File: config.mk
export PLATFORM = sky130hd
export DESIGN_NAME = game_ctl
export DESIGN_NICKNAME = d
export VERILOG_FILES = /design/src/rtl/game_ctl.sv
export SDC_FILE = /design/constraint.sdc
export NUM_CORES = 1
export LEC_CHECK = 0
export ABC_AREA = 1
export CAP_MARGIN = 30
export CORE_AREA = 2 2 96 98
export CTS_CLUSTER_DIAMETER = 120
export CTS_CLUSTER_SIZE = 12
export DETAILED_ROUTE_END_ITERATION = 7
export DIE_AREA = 0 0 98 100
export PLACE_DENSITY_LB_ADDON = 0.2
export SETUP_SLACK_MARGIN = 0.15
export SKIP_LAST_GASP = 1
export SYNTH_ARGS = -nofsm -noshare
export SYNTH_HDL_FRONTEND = slang
export SYNTH_SLANG_ARGS = --single-unit
export TNS_END_PERCENT = 100
File: constraint.sdc
create_clock -name pclk -period 3.1 [get_ports pclk]
set_input_delay 0.31 -clock pclk [delete_from_list [all_inputs] [get_ports pclk]]
set_output_delay 0.31 -clock pclk [all_outputs]
set_load 0.01 [all_outputs]
File: src/rtl/game_ctl.sv
// Bug-hunt game sequencer: start/play/over FSM, bug placement from a free-running LFSR,
// click hit scoring and frame countdown. Runs on pclk with vsync as the frame tick.
module game_ctl #(
  parameter int unsigned SCREEN_W    = 800,
  parameter int unsigned SCREEN_H    = 600,
  parameter int unsigned BUG_W       = 64,
  parameter int unsigned BUG_H       = 64,
  parameter int unsigned BUG_PERIOD  = 60,
  parameter int unsigned GAME_FRAMES = 1800,
  parameter int unsigned BTN_X0      = 300,
  parameter int unsigned BTN_Y0      = 250,
  parameter int unsigned BTN_X1      = 499,
  parameter int unsigned BTN_Y1      = 349
) (
  input  logic        pclk,
  input  logic        rst,
  input  logic        vsync_in,
  input  logic        mouse_left,
  input  logic [11:0] xpos,
  input  logic [11:0] ypos,
  output logic        screen_sel,
  output logic [11:0] x_bugpos,
  output logic [11:0] y_bugpos,
  output logic [7:0]  score,
  output logic [10:0] frames_left,
  output logic        game_over
);

  localparam int unsigned TW = (BUG_PERIOD > 1) ? $clog2(BUG_PERIOD) : 1;
  localparam logic [9:0]  XLim = 10'(SCREEN_W - BUG_W);
  localparam logic [9:0]  YLim = 10'(SCREEN_H - BUG_H);

  typedef enum logic [1:0] {StIdle, StPlay, StOver} state_e;

  state_e          state_q, state_d;
  logic            ml_s1_q, ml_s2_q, ml_prev_q, click_q;
  logic            vs_prev_q, tick;
  logic [15:0]     lfsr_q;
  logic [9:0]      cx, cy;
  logic [11:0]     x_new, y_new;
  logic [11:0]     x_bug_q, x_bug_d, y_bug_q, y_bug_d;
  logic [7:0]      score_q, score_d;
  logic [10:0]     frames_q, frames_d;
  logic [TW-1:0]   timer_q, timer_d;
  logic            sel_q, over_q;
  logic            in_btn, hit;
  logic [12:0]     x_end, y_end;

  assign tick = vsync_in & ~vs_prev_q;

  // Fold the 10-bit LFSR slices into the legal top-left range.
  assign cx    = lfsr_q[9:0];
  assign cy    = lfsr_q[15:6];
  assign x_new = {2'b00, (cx > XLim) ? (cx - XLim) : cx};
  assign y_new = {2'b00, (cy > YLim) ? (cy - YLim) : cy};

  assign in_btn = (xpos >= 12'(BTN_X0)) && (xpos <= 12'(BTN_X1)) &&
                  (ypos >= 12'(BTN_Y0)) && (ypos <= 12'(BTN_Y1));

  assign x_end = {1'b0, x_bug_q} + 13'(BUG_W);
  assign y_end = {1'b0, y_bug_q} + 13'(BUG_H);
  assign hit   = (xpos >= x_bug_q) && ({1'b0, xpos} < x_end) &&
                 (ypos >= y_bug_q) && ({1'b0, ypos} < y_end);

  always_comb begin
    state_d  = state_q;
    score_d  = score_q;
    frames_d = frames_q;
    timer_d  = timer_q;
    x_bug_d  = x_bug_q;
    y_bug_d  = y_bug_q;
    unique case (state_q)
      StIdle: begin
        if (click_q && in_btn) begin
          state_d  = StPlay;
          score_d  = 8'd0;
          frames_d = 11'(GAME_FRAMES);
          timer_d  = '0;
          x_bug_d  = x_new;
          y_bug_d  = y_new;
        end
      end
      StPlay: begin
        if (tick) begin
          frames_d = frames_q - 11'd1;
          if (timer_q == TW'(BUG_PERIOD - 1)) begin
            timer_d = '0;
            x_bug_d = x_new;
            y_bug_d = y_new;
          end else begin
            timer_d = timer_q + TW'(1);
          end
          if (frames_q == 11'd1) state_d = StOver;
        end
        // A hit overrides the timer outcome; both relocate to the same LFSR sample.
        if (click_q && hit) begin
          if (score_q != 8'hFF) score_d = score_q + 8'd1;
          timer_d = '0;
          x_bug_d = x_new;
          y_bug_d = y_new;
        end
      end
      StOver: begin
        if (click_q) state_d = StIdle;
      end
      default: state_d = StIdle;
    endcase
  end

  always_ff @(posedge pclk or posedge rst) begin
    if (rst) begin
      ml_s1_q   <= 1'b0;
      ml_s2_q   <= 1'b0;
      ml_prev_q <= 1'b0;
      click_q   <= 1'b0;
      vs_prev_q <= 1'b0;
      lfsr_q    <= 16'hACE1;
      state_q   <= StIdle;
      score_q   <= 8'd0;
      frames_q  <= 11'(GAME_FRAMES);
      timer_q   <= '0;
      x_bug_q   <= 12'((SCREEN_W - BUG_W) / 2);
      y_bug_q   <= 12'((SCREEN_H - BUG_H) / 2);
      sel_q     <= 1'b0;
      over_q    <= 1'b0;
    end else begin
      ml_s1_q   <= mouse_left;
      ml_s2_q   <= ml_s1_q;
      ml_prev_q <= ml_s2_q;
      click_q   <= ml_s2_q & ~ml_prev_q;
      vs_prev_q <= vsync_in;
      lfsr_q    <= {lfsr_q[0] ^ lfsr_q[2] ^ lfsr_q[3] ^ lfsr_q[5], lfsr_q[15:1]};
      state_q   <= state_d;
      score_q   <= score_d;
      frames_q  <= frames_d;
      timer_q   <= timer_d;
      x_bug_q   <= x_bug_d;
      y_bug_q   <= y_bug_d;
      sel_q     <= (state_d == StPlay);
      over_q    <= (state_d == StOver);
    end
  end

  assign screen_sel  = sel_q;
  assign game_over   = over_q;
  assign score       = score_q;
  assign frames_left = frames_q;
  assign x_bugpos    = x_bug_q;
  assign y_bugpos    = y_bug_q;

endmodule
After elaboration in Yosys (flattened, before gate mapping). Index checks and enable logic that the tools add are counted.

Divide/modulo/power cells: 0. Mux-type cells: 29. $lt $le $gt $ge: 10. Shift operators: 0. Reductions and logical operators: 14. Multipliers: 0. Add/subtract/negate cells: 7. Bitwise gates (word level): 7. Eq/ne operators: 13.

Operator list (count): 2-to-1 mux 12 bit (8); case mux 12 bit (2 select lines) (2); adder 12 x 7 -> 13 bit (second input constant) (2); less-than comparator 12 x 13 -> 1 bit (2); >= comparator 12 bit (2); <= comparator 12 x 9 -> 1 bit (second input constant) (2); 2-to-1 mux 6 bit (4); 2-to-1 mux 8 bit (3); 2-to-1 mux 11 bit (2); case mux 11 bit (2 select lines) (1); > comparator 10 bit (second input constant) (2); 2-to-1 mux 10 bit (2); subtractor 10 bit (second input constant) (2); case mux 8 bit (2 select lines) (1); >= comparator 12 x 8 -> 1 bit (second input constant) (1); >= comparator 12 x 9 -> 1 bit (second input constant) (1); case mux 6 bit (2 select lines) (1); equality test 11 x 1 -> 1 bit (second input constant) (1); subtractor 11 x 1 -> 11 bit (second input constant) (1); adder 8 x 1 -> 8 bit (second input constant) (1); logical AND 1 bit (8); 2-to-1 mux 2 bit (4); inequality test 2 bit (second input constant) (4); inequality test 8 bit (second input constant) (1); other kinds (13) (22).

Bits in registers: 74. Logic and storage cells: 94. Output and inout port bits: 45. RAM bits: 0. Latch bits: 0. Memory bits (read-only): 0. Memories kept: 0.

Depth between registers and ports, before layout. Gate-level depths: netlist of the first run.

Depth after elaboration: 8. Mapped depth: 17. Depth with buffers taken out: 16.

Least setup slack after synthesis of the first run. No wires, ideal clock.

Kind: register -> register. Start: register x_bug_q[6], in the netlist x_bugpos[6]. End: register y_bug_q[6], in the netlist y_bugpos[6]. Library setup time: 0.117 ns. Period minus slack after synthesis: 2.280 ns. Stages on the path, launching flop included: 15. Buffers on the path: 1. Path slack: 0.820 ns. Data arrival time: 2.163 ns. Required time: 2.983 ns. Cells stage by stage: dfstp_2 -> ha_1 -> nand3_1 -> ha_1 -> nand2_1 -> nand4_1 -> nor2_1 -> nand3_1 -> nor2_2 -> nand2_2 -> nand3_1 -> nand2_1 -> buf_2 -> nand2_1 -> nand2_1.

Cells in the longest elaborated chain, start to end: 8. Elaborated cells between the ends (all ways): 12.

RTL lines: start: declaration (RTL line 41) `logic [11:0] x_bug_q, x_bug_d, y_bug_q, y_bug_d;`; start signal: assignment (RTL line 122) `x_bug_q <= 12'((SCREEN_W - BUG_W) / 2);`; start signal: assignment (RTL line 137) `x_bug_q <= x_bug_d;`; adder 12 x 7 -> 13 bit (RTL line 60) `assign x_end = {1'b0, x_bug_q} + 13'(BUG_W);`; less-than comparator 12 x 13 -> 1 bit (RTL line 62) `assign hit = (xpos >= x_bug_q) && ({1'b0, xpos} < x_end) &&`; logical AND 1 bit (*) (2 in series) (RTL line 62); logical AND 1 bit (*) (RTL line 63) `(ypos >= y_bug_q) && ({1'b0, ypos} < y_end);`; logical AND 1 bit (*) (RTL line 96) `if (click_q && hit) begin`; inequality test 3 bit (no line) or 2-to-1 mux 12 bit (tied branches); AND reduction 4 bit (no line) or case mux 12 bit (2 select lines) (tied branches); end signal: assignment (RTL line 123) `y_bug_q <= 12'((SCREEN_H - BUG_H) / 2);`; end signal: assignment (RTL line 138) `y_bug_q <= y_bug_d;`; end: declaration (RTL line 41).

Mark *: on every way between the ends. The rest lies on a longest branch, timed or not. A chain may end at the register's enable or synchronous reset.

Final worst setup path of the first run.
Start: register x_bug_q[6], in the netlist x_bugpos[6]. End: register x_bug_q[7], in the netlist x_bugpos[7].

Cells in the longest elaborated chain, start to end: 8. Elaborated cells between the ends (all ways): 12.

RTL lines (RTL line): adder 12 x 7 -> 13 bit (60); less-than comparator 12 x 13 -> 1 bit (62); logical AND 1 bit (*) (2 in series) (62); logical AND 1 bit (*) (63); logical AND 1 bit (*) (96); inequality test 3 bit (no line) or 2-to-1 mux 12 bit (tied branches); AND reduction 4 bit (no line) or case mux 12 bit (2 select lines) (tied branches).

Marks and branches as above.

==> reports/metrics.cfg, run 1 <==
[status]
status=completed

[global_routing]
grt_pass1_wl_microns=17530
track_usage=0.2185
gr-max-usage-layer=met2
globalRouteMet3Util=0.04596
grt_max_degree=71
antenna_found_initial=0
grt.overflow.total=0
grt_use_met2=0.3430
met1_usage=0.3078
grt_pass1_vias=3847

[finish]
area_delta_synth_final_pct=21.42
diodes=0
fin_util=0.6255
finalNetCount=739
drive_gt1_frac=0.09145

[critical_path]
r2r-end=x_bugpos[7]$_DFFE_PP0P_
ff2ff_setup_slack_ns=0.44
path_class=flop to flop
ff2ff_path_depth=15
max_stage_delay_ns=0.61
slowest_stage=dfstp_2
critPathBufInv=1
worstSetupStartpointType=flop
path_max_fanout=20
cp_common_cell=nand2_1
crit_family=simple AND/OR/NAND/NOR gates
worstPathCellList=ha_1, xnor2_1, ha_1, nand2_1, inv_1, nand2_1, nand2_1, nand2_1, nand3_1, nor2_2, nand2_2, nand3_1, nand2_2, nand2_1, nand2_1
crit_arrival_ns=2.89
timing.rr.start=x_bugpos[6]$_DFFE_PP1P_
cp_data_required_time_ns=3.33
end_kind=flop

[worst_hold_path]
min_path_type=flop to flop
hold_end=ml_s2_q$_DFF_PP0_
hold_start=ml_s1_q$_DFF_PP0_
holdPathStages=0

[floorplanning]
core_sq_um=8890
fp.dieH_microns=100
ioPinCount=73
die_w_microns=98
initial_core_util=0.5151
rows=35
die-area_sq_um=9800

[clocking]
path_clk_slew_ns=0.07
cts.sinks=70
cts_root_buf=clkbuf_8
cts_buffers=9
htreeDepth=3
cts_tree=yes
clk_path_buf_depth=2
cts-hold-fix-buffers=0
clock_latency_ns=0.35

[synthesis]
ys_seq_area_frac=0.3877
synth_seq_cells=70
yosysUniqueCellTypes=38
synth_compound_area_frac=0.05000
yosys-mux-area-fraction=0
synth-edff-count=0
synthArstFlopShare=1.000
synth-simple-area-share=0.3197
yosys_warnings=0
synthXorXnorAreaFrac=0.04399
synth_cells=601
ys.flop_type=dfrtp_1
synthAdderAreaFrac=0.1038
netlist_area_sq_um=4579
synth_top_family_by_area=simple AND/OR/NAND/NOR gates
syn_avg_cell_area_sq_um=7.620

[place]
dpl.hpwl_microns=7764
portBuffers=68
gp_routability_congestion=0.9403

[routing]
wirelength_microns=10380
avgRoutedWirePerCell_microns=13.15
detail_route.first_pass.iterations=5
routed_via_density=5.108
drc=0
drt-initial-drc-count=213
drtAntennaViolNets=0
vias=4030

[sta]
min_period_ns=2.656
hold_violations=0
setup_violations=0
fmax_ghz=0.3765
maxSlewHeadroom=0.4325
tightest_slew_ns=0.8513
fin_tns_setup_ns=0
fin_worst_skew_ns=0.01340
fin_crit_sh=0.8569
rsz0062_at_grt=false
drv_slew=0

[pwr]
p_per_area_nw_per_um2=358.8
leakage_nw=2.658
fin_total_pwr_w=0.001995
ir_drop_mv=0.3187

[run]
cap_violations=0

-- flip-flops by register name (all words and copies together), names as in the netlist, 2 cells and up --
signal and cells:
x_bugpos 10, lfsr_q 16, frames_left 11, score 8
y_bugpos 10, timer_q 6, state_q 2
-- worst reg2reg max path: cells and delay by family, from the launching register on --
family	cells	cell delay, ns
AND/OR/NAND/NOR	11	1.27
flip-flops	1	0.61
adder cells (fa/ha/maj)	2	0.48
XOR/XNOR	1	0.14
buffers and inverters	1	0.04
-- routing by layer --
layer,vias to the layer above,wire length [microns]
met3,12,464
met2,87,4629
met1,1851,5157
met4,0,126
li1,2080,-
met5,-,0
-- synthesized netlist by cell type, types with 5 or more instances --
| master | count | area, sq um |
|---|---|---|
| inv_2 | 6 | 22.52 |
| nand2_2 | 5 | 31.28 |
| nand4_1 | 18 | 112.6 |
| xor2_1 | 15 | 131.4 |
| buf_2 | 5 | 25.02 |
| dfstp_2 | 19 | 499.2 |
| nand3_1 | 70 | 350.3 |
| inv_1 | 81 | 304.0 |
| buf_4 | 5 | 37.54 |
| xnor2_1 | 8 | 70.07 |
| dfrtp_1 | 51 | 1276 |
| nand2_1 | 156 | 585.6 |
| ha_1 | 38 | 475.5 |
| nor2_1 | 52 | 195.2 |
| a21oi_1 | 17 | 85.08 |
| o21ai_0 | 17 | 85.08 |
-- power breakdown --
| group | total (W) | switching, W | internal (W) |
|---|---|---|---|
| Combinational | 0.000236 | 0.000134 | 0.000102 |
| Sequential | 0.000951 | 0.0000145 | 0.000937 |
| Clock | 0.000807 | 0.000356 | 0.000452 |
| Total | 0.00200 | 0.000504 | 0.00149 |
-- layout make-up --
class	count	area (sq um)
clock buffers	10	127.6
clock inverters	6	86.33
fillers	795	3329
inverters	87	326.6
multi-input cells	432	2387
flip-flops and latches	70	1775
well taps	111	138.9
repair buffers	73	718.2
-- cell usage in the layout, fill, tap and decap left out, drive strengths merged, types with 15 or more instances in the layout --
| master | count |
|---|---|
| nand2 | 161 |
| inv | 87 |
| nand3 | 71 |
| clkdlybuf4s50 | 68 |
| nor2 | 56 |
| dfrtp | 51 |
| ha | 38 |
| dfstp | 19 |
| nand4 | 19 |
| o21ai | 18 |
| a21oi | 17 |
| xor2 | 15 |
-- how the worst max path moves through the flow --
stage,start,endpoint,slack (ns),depth (start not counted)
after CTS,y_bugpos[6]$_DFFE_PP0P_,x_bugpos[7]$_DFFE_PP0P_,0.26,15
after floorplan,x_bugpos[6]$_DFFE_PP1P_,y_bugpos[6]$_DFFE_PP0P_,0.82,14
after global placement,ypos[1],x_bugpos[2]$_DFFE_PP0P_,0.38,14
after global routing,x_bugpos[6]$_DFFE_PP1P_,y_bugpos[0]$_DFFE_PP0P_,0.18,15
after detailed placement,y_bugpos[6]$_DFFE_PP0P_,x_bugpos[1]$_DFFE_PP0P_,0.28,15
final,x_bugpos[6]$_DFFE_PP1P_,x_bugpos[7]$_DFFE_PP0P_,0.44,15
-- stage by stage --
step / hold slack, ns / setup slack [ns] / cells / cell area, sq um
global route: 0.3621 / 0.1793 / 789 / 5560
detailed placement: 0.3347 / 0.2843 / 773 / 5344
CTS: 0.3507 / 0.2646 / 789 / 5558
finish: 0.3498 / 0.4437 / 789 / 5560
floorplan: 0.3312 / 0.8198 / 604 / 4591
global placement: 0.3332 / 0.3784 / 773 / 5344
-- cells by family (layout without fill, tap and decap cells) --
| family | count (synthesis) | count (layout) |
|---|---|---|
| AO/OA/AOI/OAI | 42 | 42 |
| XOR/XNOR | 23 | 23 |
| adder cells (fa/ha/maj) | 38 | 38 |
| buffers and inverters | 102 | 176 |
| flip-flops | 70 | 70 |
| other | 1 | 4 |
| AND/OR/NAND/NOR | 325 | 325 |
-- repair_timing --
| item | 4_1_cts | 5_1_grt |
|---|---|---|
| setup endpoints to repair | 0 | 20 |
| setup buffers | 0 | 0 |
| gates resized for setup | 0 | 1 |
Note: power is estimated with default switching activity, not from simulation.
==> run 2, diff against run 1 <==
--- a/config.mk
+++ b/config.mk
@@ -12,6 +12,7 @@
 export CTS_CLUSTER_SIZE = 12
 export DETAILED_ROUTE_END_ITERATION = 7
 export DIE_AREA = 0 0 98 100
+export GPL_ROUTABILITY_DRIVEN = 0
 export PLACE_DENSITY_LB_ADDON = 0.2
 export SETUP_SLACK_MARGIN = 0.15
 export SKIP_LAST_GASP = 1
==> results of run 2 <==
Same layout as run 1: the final DEF is identical, and so are final timing and power.
